### config.mk
export PLATFORM = sky130hd
export DESIGN_NAME = alu_muldiv_seq
export DESIGN_NICKNAME = d
export VERILOG_FILES = /design/src/rtl/cpu_types_pkg.sv /design/src/rtl/alu_muldiv_seq.sv
export SDC_FILE = /design/constraint.sdc
export NUM_CORES = 1
export LEC_CHECK = 0
export CORE_MARGIN = 2
export CORE_UTILIZATION = 45
export CTS_CLUSTER_SIZE = 40
export DETAILED_ROUTE_END_ITERATION = 10
export GPL_TIMING_DRIVEN = 0
export HOLD_SLACK_MARGIN = 0.03
export PLACE_DENSITY = 0.79
export SYNTH_ARGS = -nofsm -noshare
export SYNTH_HDL_FRONTEND = slang
export SYNTH_SLANG_ARGS = --single-unit
### constraint.sdc
create_clock -name CLK -period 5.06 [get_ports CLK]
set_input_delay 1.012 -clock CLK [delete_from_list [all_inputs] [get_ports CLK]]
set_output_delay 1.012 -clock CLK [all_outputs]
set_load 0.03 [all_outputs]
### src/rtl/cpu_types_pkg.sv
// ---------------------------------------------------------------------------
// cpu_types_pkg
// Shared CPU datapath types.
//   aluop_t        : operation select for the combinational ALU
//   muldiv_op_t    : operation select for the multiply/divide sequencer
//   muldiv_state_t : sequencer FSM states
//   MULDIV_ITER    : number of shift/add or shift/subtract iterations
// ---------------------------------------------------------------------------
package cpu_types_pkg;

    typedef enum logic [3:0] {
        ALU_ADD  = 4'd0,
        ALU_SUB  = 4'd1,
        ALU_AND  = 4'd2,
        ALU_OR   = 4'd3,
        ALU_XOR  = 4'd4,
        ALU_NOR  = 4'd5,
        ALU_SLT  = 4'd6,
        ALU_SLTU = 4'd7
    } aluop_t;

    typedef enum logic {
        MD_MULTU = 1'b0,
        MD_DIVU  = 1'b1
    } muldiv_op_t;

    typedef enum logic [2:0] {
        IDLE    = 3'd0,
        MUL     = 3'd1,
        DIV_CMP = 3'd2,
        DIV_SUB = 3'd3,
        DONE    = 3'd4
    } muldiv_state_t;

    localparam int MULDIV_ITER = 32;

endpackage

### src/rtl/alu_muldiv_seq.sv
// ---------------------------------------------------------------------------
// alu_muldiv_seq
// Multi-cycle unsigned MULTU / DIVU sequencer producing HI/LO. Every add,
// subtract and compare is delegated to an external combinational ALU; the
// sequencer only shifts and steers operands.
// Ports:
//   CLK, RST          : clock, synchronous active-high reset
//   start, op         : request (sampled only in IDLE) and operation
//   opa, opb          : multiplicand/dividend, multiplier/divisor
//   busy, done        : busy outside IDLE, one-cycle done pulse in DONE
//   hi, lo            : product {hi,lo}, or remainder (hi) / quotient (lo)
//   alu_port_A/B      : ALU operands driven by the sequencer
//   alu_aluop         : ALU operation driven by the sequencer
//   alu_output_port   : ALU result, consumed in the same cycle
//   alu_overflow      : ALU carry-out, used as the product carry-in
// Latency from the accepting edge: 32 MUL cycles or 32 CMP/SUB pairs,
// followed by one DONE cycle.
// ---------------------------------------------------------------------------
module alu_muldiv_seq
    import cpu_types_pkg::*;
#(
    parameter int WIDTH = MULDIV_ITER,
    parameter int CNTW  = 5
) (
    input  logic             CLK,
    input  logic             RST,
    input  logic             start,
    input  muldiv_op_t       op,
    input  logic [WIDTH-1:0] opa,
    input  logic [WIDTH-1:0] opb,
    output logic             busy,
    output logic             done,
    output logic [WIDTH-1:0] hi,
    output logic [WIDTH-1:0] lo,
    output logic [WIDTH-1:0] alu_port_A,
    output logic [WIDTH-1:0] alu_port_B,
    output aluop_t           alu_aluop,
    input  logic [WIDTH-1:0] alu_output_port,
    input  logic             alu_overflow
);

    localparam logic [CNTW-1:0] LAST_ITER = CNTW'(WIDTH - 1);

    muldiv_state_t    state_reg,   state_next;
    logic [CNTW-1:0]  counter_reg, counter_next;
    logic [WIDTH-1:0] hi_reg,      hi_next;
    logic [WIDTH-1:0] lo_reg,      lo_next;
    logic [WIDTH-1:0] opa_reg,     opa_next;
    logic [WIDTH-1:0] opb_reg,     opb_next;
    logic             ge_reg,      ge_next;

    // Partial remainder shifted left with the next dividend bit. It always
    // fits in WIDTH bits: the remainder never exceeds the dividend prefix,
    // which is below 2^(WIDTH-1) before the final shift.
    logic [WIDTH-1:0] r_sh;
    assign r_sh = {hi_reg[WIDTH-2:0], lo_reg[WIDTH-1]};

    always_comb begin
        state_next   = state_reg;
        counter_next = counter_reg;
        hi_next      = hi_reg;
        lo_next      = lo_reg;
        opa_next     = opa_reg;
        opb_next     = opb_reg;
        ge_next      = ge_reg;
        alu_port_A   = '0;
        alu_port_B   = '0;
        alu_aluop    = ALU_ADD;

        case (state_reg)
            IDLE: begin
                if (start) begin
                    opa_next     = opa;
                    opb_next     = opb;
                    counter_next = '0;
                    hi_next      = '0;
                    if (op == MD_MULTU) begin
                        lo_next    = opb;
                        state_next = MUL;
                    end else begin
                        lo_next    = opa;
                        state_next = DIV_CMP;
                    end
                end
            end

            MUL: begin
                // Shift-add: the multiplier sits in lo and is consumed LSB
                // first while product bits shift in from hi.
                alu_port_A = hi_reg;
                alu_port_B = opa_reg;
                alu_aluop  = ALU_ADD;
                if (lo_reg[0]) begin
                    {hi_next, lo_next} = {alu_overflow, alu_output_port, lo_reg[WIDTH-1:1]};
                end else begin
                    {hi_next, lo_next} = {1'b0, hi_reg, lo_reg[WIDTH-1:1]};
                end
                counter_next = counter_reg + 1'b1;
                if (counter_reg == LAST_ITER) begin
                    state_next = DONE;
                end
            end

            DIV_CMP: begin
                // Restoring division: lo shifts out dividend bits at the top
                // and collects quotient bits at the bottom.
                alu_port_A = r_sh;
                alu_port_B = opb_reg;
                alu_aluop  = ALU_SLTU;
                hi_next    = r_sh;
                lo_next    = {lo_reg[WIDTH-2:0], 1'b0};
                ge_next    = ~alu_output_port[0];
                state_next = DIV_SUB;
            end

            DIV_SUB: begin
                alu_port_A = hi_reg;
                alu_port_B = opb_reg;
                alu_aluop  = ALU_SUB;
                if (ge_reg) begin
                    hi_next    = alu_output_port;
                    lo_next[0] = 1'b1;
                end
                counter_next = counter_reg + 1'b1;
                if (counter_reg == LAST_ITER) begin
                    state_next = DONE;
                end else begin
                    state_next = DIV_CMP;
                end
            end

            DONE: begin
                state_next = IDLE;
            end

            default: begin
                state_next = IDLE;
            end
        endcase
    end

    always_ff @(posedge CLK) begin
        if (RST) begin
            state_reg   <= IDLE;
            counter_reg <= '0;
            hi_reg      <= '0;
            lo_reg      <= '0;
            opa_reg     <= '0;
            opb_reg     <= '0;
            ge_reg      <= 1'b0;
        end else begin
            state_reg   <= state_next;
            counter_reg <= counter_next;
            hi_reg      <= hi_next;
            lo_reg      <= lo_next;
            opa_reg     <= opa_next;
            opb_reg     <= opb_next;
            ge_reg      <= ge_next;
        end
    end

    assign busy = (state_reg != IDLE);
    assign done = (state_reg == DONE);
    assign hi   = hi_reg;
    assign lo   = lo_reg;

endmodule

Word level (Yosys, flattened, before mapping) --
Cells that the tools add are included.
Word-level totals: register bits after elaboration 137, input port bits 101, output and inout bits 134
Operators by class: add/sub/neg operators 1, equality and inequality tests 8, mux-type cells 20, bitwise gates (word level) 1, reductions and logical operators 12
Operator list (count):
- $mux W32 | 6
- $pmux W32 S2 | 2
- $pmux W32 S4 | 1
- $pmux W31 S3 | 1
- $pmux W3 S4 | 1
- $pmux W5 S2 | 1
- $mux W3 | 3
- $reduce_and A2 Y1 | 4
- $eq A3 B2 Y1 const B | 2
- $ne A2 B2 Y1 const B | 3
- $pmux W3 S2 | 1
- $reduce_bool A3 Y1 | 2
- $add A5 B1 Y5 const B | 1
- $eq A5 B5 Y1 const B | 1
- $mux W5 | 1
- $pmux W1 S4 | 1
- $reduce_bool A4 Y1 | 1
- $reduce_or A2 Y1 | 2
- $eq A3 B1 Y1 const B | 1
- $eq A3 B3 Y1 const B | 1
- $logic_not A3 Y1 | 1
- $reduce_and A3 Y1 | 1
- $mux W2 | 1
- $reduce_bool A2 Y1 | 1
- other kinds (2) | 2

Logic depth before layout (Yosys ltp) --
Gate-level depths: netlist (run 1).
word-level depth 4, depth in mapped cells 7, depth with buffers taken out 6

Worst setup path after synthesis (run 1) --
No wires, ideal clock.
kind register -> output, start register state_reg[1], end output port alu_port_B[0], arrival time 1.724 ns, data required time 4.048 ns, path slack 2.324 ns, cell stages (with the launch flop) 6, path buffers 3, cell sequence dfxtp_1 -> buf_4 -> nor2b_1 -> clkbuf_1 -> clkbuf_1 -> a22o_1
On the way: longest elaborated chain between the ends 3, elaborated cells on any way between the ends 5
Ends and longest elaborated chain:
- from (decl) | RTL line alu_muldiv_seq.sv:44 | muldiv_state_t state_reg, state_next;
- from (signal assigned) | RTL line alu_muldiv_seq.sv:152 | state_reg <= state_next;
- $eq A3 B2 Y1 | RTL line alu_muldiv_seq.sv:70 | case (state_reg)
- $reduce_or A2 Y1 (no line)
- $pmux W32 S2 * | RTL line alu_muldiv_seq.sv:70
- to (decl) | RTL line alu_muldiv_seq.sv:36 | output logic [WIDTH-1:0] alu_port_B,
Every way passes the cells marked *; elsewhere a longest branch is shown, timed or not.

Worst setup path after layout (run 1) --
start register state_reg[2], end output port alu_port_B[22]
The elaborated chain is that of the path after synthesis.

==> impl_metrics.toml, run 1 <==
[power]
combPwrFrac_pct = 30.0
ir_drop_uv = 245
powerDensity_mw_per_mm2 = 350
p_int_mw = 2.43
p_leak_nw = 3.80
p_seq_share_pct = 35.2
switching_share_pct = 32.6
total_power_mw = 3.61
switchingPower_mw = 1.18
clkPwrFrac_pct = 34.8

[final_layout]
drive_gt1_share_pct = 13.9
syn2layout_area_growth_pct = 44.4
final_cells = 1283
register_area_sq_mm = 0.00274
diodes = 0
multi_input_area_sq_mm = 0.00390
fin_nets = 1159
fillCellCount = 1387

[worst_setup_path]
path_class = "reg2out"
cp_max_fo = 10
required_ns = 4.05
worstSetupStartpointType = "register"
crit_arrival_ns = 3.10
crit_path_end_kind = "output port"

[logic_synthesis]
yosysTopAreaCell = "dfxtp_1"
synthCells = 806
yosysMostFrequentCell = "dfxtp_1"
yosys-top-cells-area = "dfxtp_1 (38%), a22o_1 (7.9%), nand2_1 (7.0%)"
yosys_most_used_dff = "dfxtp_1"
synth-seq-cells = 137
syn_area_sq_mm = 0.00713
synth.top_cell.area_share_pct = 38.5
synthTopCellsByCount = "dfxtp_1 (137), nand2_1 (133), a21oi_1 (72), a22o_1 (64), nor2_1 (43)"
synthArstFlopShare_pct = 0
avgSynthCellArea_sq_um = 8.85
synth_edf_count = 0
ys_seq_area_share_pct = 38.5
yosys_warnings = 0
synth_nets = 909
synth_cell_types = 47

[routing]
vias = 7697
drt_iter0_drc = 788
wl_mm = 25.2
vias_per_cell = 6.00
post_drt_wl_per_cell_microns = 19.7
drc = 0
drtPass1Iterations = 6
drtAntennaViolNets = 0

[clock_network]
cts_resized = 0
post-cts-setup-buffers = 0
hold_buffers = 0
clockRootBuffer = "clkbuf_16"
clock_latency_ns = 0.42
cts_buffers = 17
clkSlewWorstSetupHoldPaths_ns = 0.06
cts_tree = "yes"
cts.sinks = 137
htree_levels = 4
clockBufferDepth = 2

[placed_design]
io_buffer_count = 231
place_congestion = 0.902
pre_cts_ws_ns = 1.45
dp_hpwl_mm = 18.2
dp_cells = 1253

[grt]
grtUsageTotal_pct = 29.3
grt_pass1_vias = 7403
antenna_found_initial = 0
grt_pass1_wl_mm = 38.6
grt.overflow.total = 0
grt_max_degree = 17

[sta]
rsz0062_at_grt = "false"
skew_ns = 0.0112
slew_viol_final = 0
hold_viol_final = 0
worst_slew_pin_slew_ns = 0.672
setup_ws_ns = 0.943
period_needed_ns = 4.12
timing.fmax_ghz = 0.243
fin_crit_sh_pct = 81.4
finalSetupViolCount = 0
whs_ns = 0.453
tns_ns = 0
slew_headroom_pct = 55.2

[floorplan]
num_rows = 46
start_util_pct = 45.4
core_area_sq_mm = 0.0157
ios = 235
fp.dieW_microns = 130
die-area_sq_mm = 0.0169
die_height_microns = 130

[run_status]
status = "finished, final reports clean"

[min_path]
hp-class = "reg2reg"

[run]
cap_violations = 0
-- path summary, 6_finish.rpt --
check                                  start             end  slack [ns]  depth (start not counted)
worst max register to register  state_reg[2]           hi[6]        3.03                          5
worst min register to register    opb_reg[7]      opb_reg[7]        0.45                          2
worst min-delay path              opb_reg[7]      opb_reg[7]        0.45                          2
worst max-delay path            state_reg[2]  alu_port_B[22]        0.94                          6
-- kinds of logic after synthesis --
| family | Yosys count | share of synthesized area (%) |
|---|---|---|
| compound gates | 274 | 30.8 |
| mux | 63 | 9.41 |
| simple gates | 233 | 14.0 |
| other cells | 1 | 0.0526 |
| buf+inv | 96 | 6.84 |
| fa+ha+maj | 2 | 0.351 |
| flops | 137 | 38.5 |
-- cell type report --
class / count / area share (%)
Timing Repair Buffer: 231 / 22.5
Tap cell: 216 / 2.62
Multi-Input combinational cell: 573 / 37.9
Sequential cell: 137 / 26.6
Clock buffer: 22 / 4.51
Clock inverter: 8 / 1.18
Buffer: 93 / 4.63
Inverter: 3 / 0.109
-- power groups by stage --
stage	logic (mW)	registers (mW)	clock network, mW
after floorplan	0.573	1.36	0
after global placement	1.06	1.29	0
after detailed placement	1.07	1.29	0
after CTS	1.07	1.27	1.26
after global routing	1.15	1.28	1.31
final	1.08	1.27	1.25
-- stage by stage --
step | area (sq um) | utilization (%)
5_1_grt | 10300 | 65.5
6_report | 10300 | 65.5
2_1_floorplan | 7130 | -
4_1_cts | 10300 | 65.5
3_5_place_dp | 9710 | 61.8
3_3_place_gp | 9710 | 61.8
-- layout by cell type (no fill, tap or decap), drive strengths merged, types with 2 or more instances in the layout --
cell type      synthesis  routed
nand2                133     133
mux2                  32      32
dfxtp                137     137
nor2                  45      45
a22oi                 30      30
nor3                  35      35
nand3                  3       3
mux2i                 31      31
o21ai                  4       4
bufinv                 0       3
and2                   3       3
o221a                 29      29
clkinv                 0       4
a22o                  64      64
ha                     2       2
a21oi                 72      72
a222oi                31      31
nor2b                  6       6
o2bb2ai               32      32
inv                    3       3
clkbuf                36      58
clkdlybuf4s50          0     231
buf                   57      57
a211oi                 5       5
-- metal layers --
metal | wire length [microns] | global-route usage [%] | vias up
li1 | - | - | 3534
met5 | 0 | 0 | -
met3 | 2410 | 7.59 | 58
met2 | 11900 | 48.3 | 415
met4 | 837 | 13.0 | 0
met1 | 10100 | 36.3 | 3690
-- critical path: stages (launching register included) --
cell and delay [ns]:
dfxtp_1 0.40, nand2b_1 0.18, buf_2 0.16, nor2_2 0.45, clkbuf_1 0.53, a22o_1 0.24, clkdlybuf4s50_1 0.72
Note: power is estimated with default switching activity, not from simulation.
==> inputs of run 2 (changes only) <==
--- a/config.mk
+++ b/config.mk
@@ -6,12 +6,12 @@
 export NUM_CORES = 1
 export LEC_CHECK = 0
 export CORE_MARGIN = 2
-export CORE_UTILIZATION = 45
+export CORE_UTILIZATION = 42
 export CTS_CLUSTER_SIZE = 40
 export DETAILED_ROUTE_END_ITERATION = 10
 export GPL_TIMING_DRIVEN = 0
 export HOLD_SLACK_MARGIN = 0.03
-export PLACE_DENSITY = 0.79
+export PLACE_DENSITY = 0.77
 export SYNTH_ARGS = -nofsm -noshare
 export SYNTH_HDL_FRONTEND = slang
 export SYNTH_SLANG_ARGS = --single-unit
==> constraint.sdc (replaced) <==
create_clock -name CLK -period 3.7 [get_ports CLK]
set_input_delay 0.74 -clock CLK [delete_from_list [all_inputs] [get_ports CLK]]
set_output_delay 0.74 -clock CLK [all_outputs]
set_load 0.03 [all_outputs]
==> run 2 against run 1 <==
Compared with the run above: flip-flop and latch count is the same; global-route usage is 1.7 points lower; largest power group unchanged; design area increased by 0.26%; clock power grew 36%; first-iteration DRC count decreased by 9.9%; die area rose by 6.9%; total power up 37%; routed wire length increased by 1.0%.
==> impl_metrics.toml, run 2 (synthesized netlist as in run 1, its figures left out) <==
[grt]
grt_max_degree = 17
grtUsageTotal_pct = 27.6
grt.overflow.total = 0
grt_pass1_vias = 7296
grt_pass1_wl_mm = 39.6
antenna_found_initial = 0

[run_status]
status = "finished, final reports clean"

[clock_network]
cts.sinks = 137
cts_tree = "yes"
cts_buffers = 17
clkSlewWorstSetupHoldPaths_ns = 0.06
clockBufferDepth = 2
clockRootBuffer = "clkbuf_16"
htree_levels = 4
clock_latency_ns = 0.42
post-cts-setup-buffers = 0

[sta]
hold_viol_final = 0
tns_ns = 0
slew_viol_final = 0
skew_ns = 0.00832
fin_crit_sh_pct = 94.9
timing.fmax_ghz = 0.285
finalSetupViolCount = 0
rsz0062_at_grt = "false"
slew_headroom_pct = 57.4
worst_slew_pin_slew_ns = 0.640
period_needed_ns = 3.51

[power]
p_seq_share_pct = 35.3
powerDensity_mw_per_mm2 = 477
combPwrFrac_pct = 30.1
switching_share_pct = 33.6
p_int_mw = 3.27
p_leak_nw = 3.81
ir_drop_uv = 365
switchingPower_mw = 1.65
clkPwrFrac_pct = 34.6

[worst_setup_path]
cp_num_buf_inv = 4
r2r_end = "opa_reg[21]"
crit_arrival_ns = 2.77
worstSetupStartpointType = "register"
required_ns = 2.96
crit_path_end_kind = "output port"
path_delay_family = "buffers and inverters"
path_class = "reg2out"
r2r-start = "state_reg[0]"
crit_chain = "buf_4 > nor2b_1 > clkbuf_1 > clkbuf_2 > a22o_1 > clkdlybuf4s50_1"
cp_num_cells = 6
cp_max_fo = 10
max_stage_delay_ns = 0.68
r2r_cells = 7
slowest_stage = "clkdlybuf4s50_1"
r2r_slack_ns = 1.76

[placed_design]
dp_cells = 1257
io_buffer_count = 231
dpl_cell_area_sq_mm = 0.00972
place_congestion = 0.907
dp_hpwl_mm = 18.2

[floorplan]
num_rows = 47
die-area_sq_mm = 0.0180
fp.dieW_microns = 134
die_height_microns = 134
start_util_pct = 43.0
core_area_sq_mm = 0.0166
ios = 235

[final_layout]
syn2layout_area_growth_pct = 44.8
drive_gt1_share_pct = 14.8
final_cells = 1289
design_area_sq_mm = 0.0103
final_cell_mix = "clkdlybuf4s50_1 (231), dfxtp_1 (137), nand2_1 (133), a21oi_1 (72), a22o_1 (64)"
fin_nets = 1159
layout.cells.most_common = "clkdlybuf4s50_1"
diodes = 0

[routing]
drc = 0
drtPass1Iterations = 8
post_drt_wl_per_cell_microns = 19.8
drtAntennaViolNets = 0
wl_mm = 25.5
drt_iter0_drc = 710
vias = 7621
vias_per_cell = 5.91

[min_path]
min_path_cells = 2
min_to = "opa_reg[2]"
hp-class = "reg2reg"
min-delay-start = "opa_reg[2]"

[run]
cap_violations = 0
[run 2: cell types whose count changed in the layout (fill, tap and decap cells not counted)]
cell	change
clkbuf_1	-8
clkinvlp_4	+4
inv_6	+3
bufinv_16	-1
clkinv_2	-1
nor2_2	-1
clkbuf_2	+5
nor2_4	+1
[run 2: worst max-delay path by stage]
stage | startpoint | endpoint | slack [ns]
2_1_floorplan | state_reg[1] | alu_port_B[0] | 1.24
3_3_place_gp | state_reg[1] | alu_port_B[22] | 0.38
3_5_place_dp | state_reg[1] | alu_port_B[22] | 0.36
4_1_cts | state_reg[1] | alu_port_B[21] | 0.06
5_1_grt | state_reg[0] | alu_port_A[21] | 0.04
6_report | state_reg[1] | alu_port_B[21] | 0.19
[run 2: metal layers]
| layer | vias to the layer above | share of wire (%) | global-route usage [%] | wire length (microns) |
|---|---|---|---|---|
| met2 | 409 | 48 | 46.3 | 12200 |
| met1 | 3626 | 40 | 34.9 | 10200 |
| li1 | 3543 | - | - | - |
| met4 | 0 | 2.4 | 8.30 | 607 |
| met5 | - | 0 | 0 | 0 |
| met3 | 43 | 9.5 | 7.33 | 2430 |
[run 2: metrics by stage]
step                      setup WS (ns)  hold WS [ns]  util, %  total power, mW
after floorplan                    1.24         0.429        -             2.65
after global placement            0.380         0.442     58.6             3.20
after detailed placement          0.357         0.447     58.6             3.22
after CTS                        0.0613         0.455     62.2             4.92
after global routing             0.0357         0.474     62.3             5.11
final                             0.189         0.454     62.3             4.93
[run 2: layout make-up]
class,instances,area [sq um]
Buffer,93,483
Clock buffer,19,453
Clock inverter,13,143
Fill cell,1470,6260
Inverter,3,11.3
Multi-Input combinational cell,573,3910
Sequential cell,137,2740
Tap cell,220,275
Timing Repair Buffer,231,2310
[run 2: tightest hold or removal path, delay by kind of cell (launching register included)]
kind               cells  cell delay (ns)
AOI/OAI and AO/OA      1             0.05
DFF                    1             0.31
and+or+nand+nor        1             0.05
[run 2: repair_timing]
action	CTS	global route
hold buffers	0	0
setup endpoints to repair	20	29
cloned	0	0
resized for setup	2	8
hold endpoints to repair	0	0
[run 2: power groups by stage]
stage / Clock [mW] / Combinational (mW) / Sequential, mW
2_1_floorplan: 0 / 0.783 / 1.86
3_3_place_gp: 0 / 1.45 / 1.76
3_5_place_dp: 0 / 1.46 / 1.76
4_1_cts: 1.71 / 1.47 / 1.73
5_1_grt: 1.78 / 1.58 / 1.75
6_report: 1.70 / 1.48 / 1.74
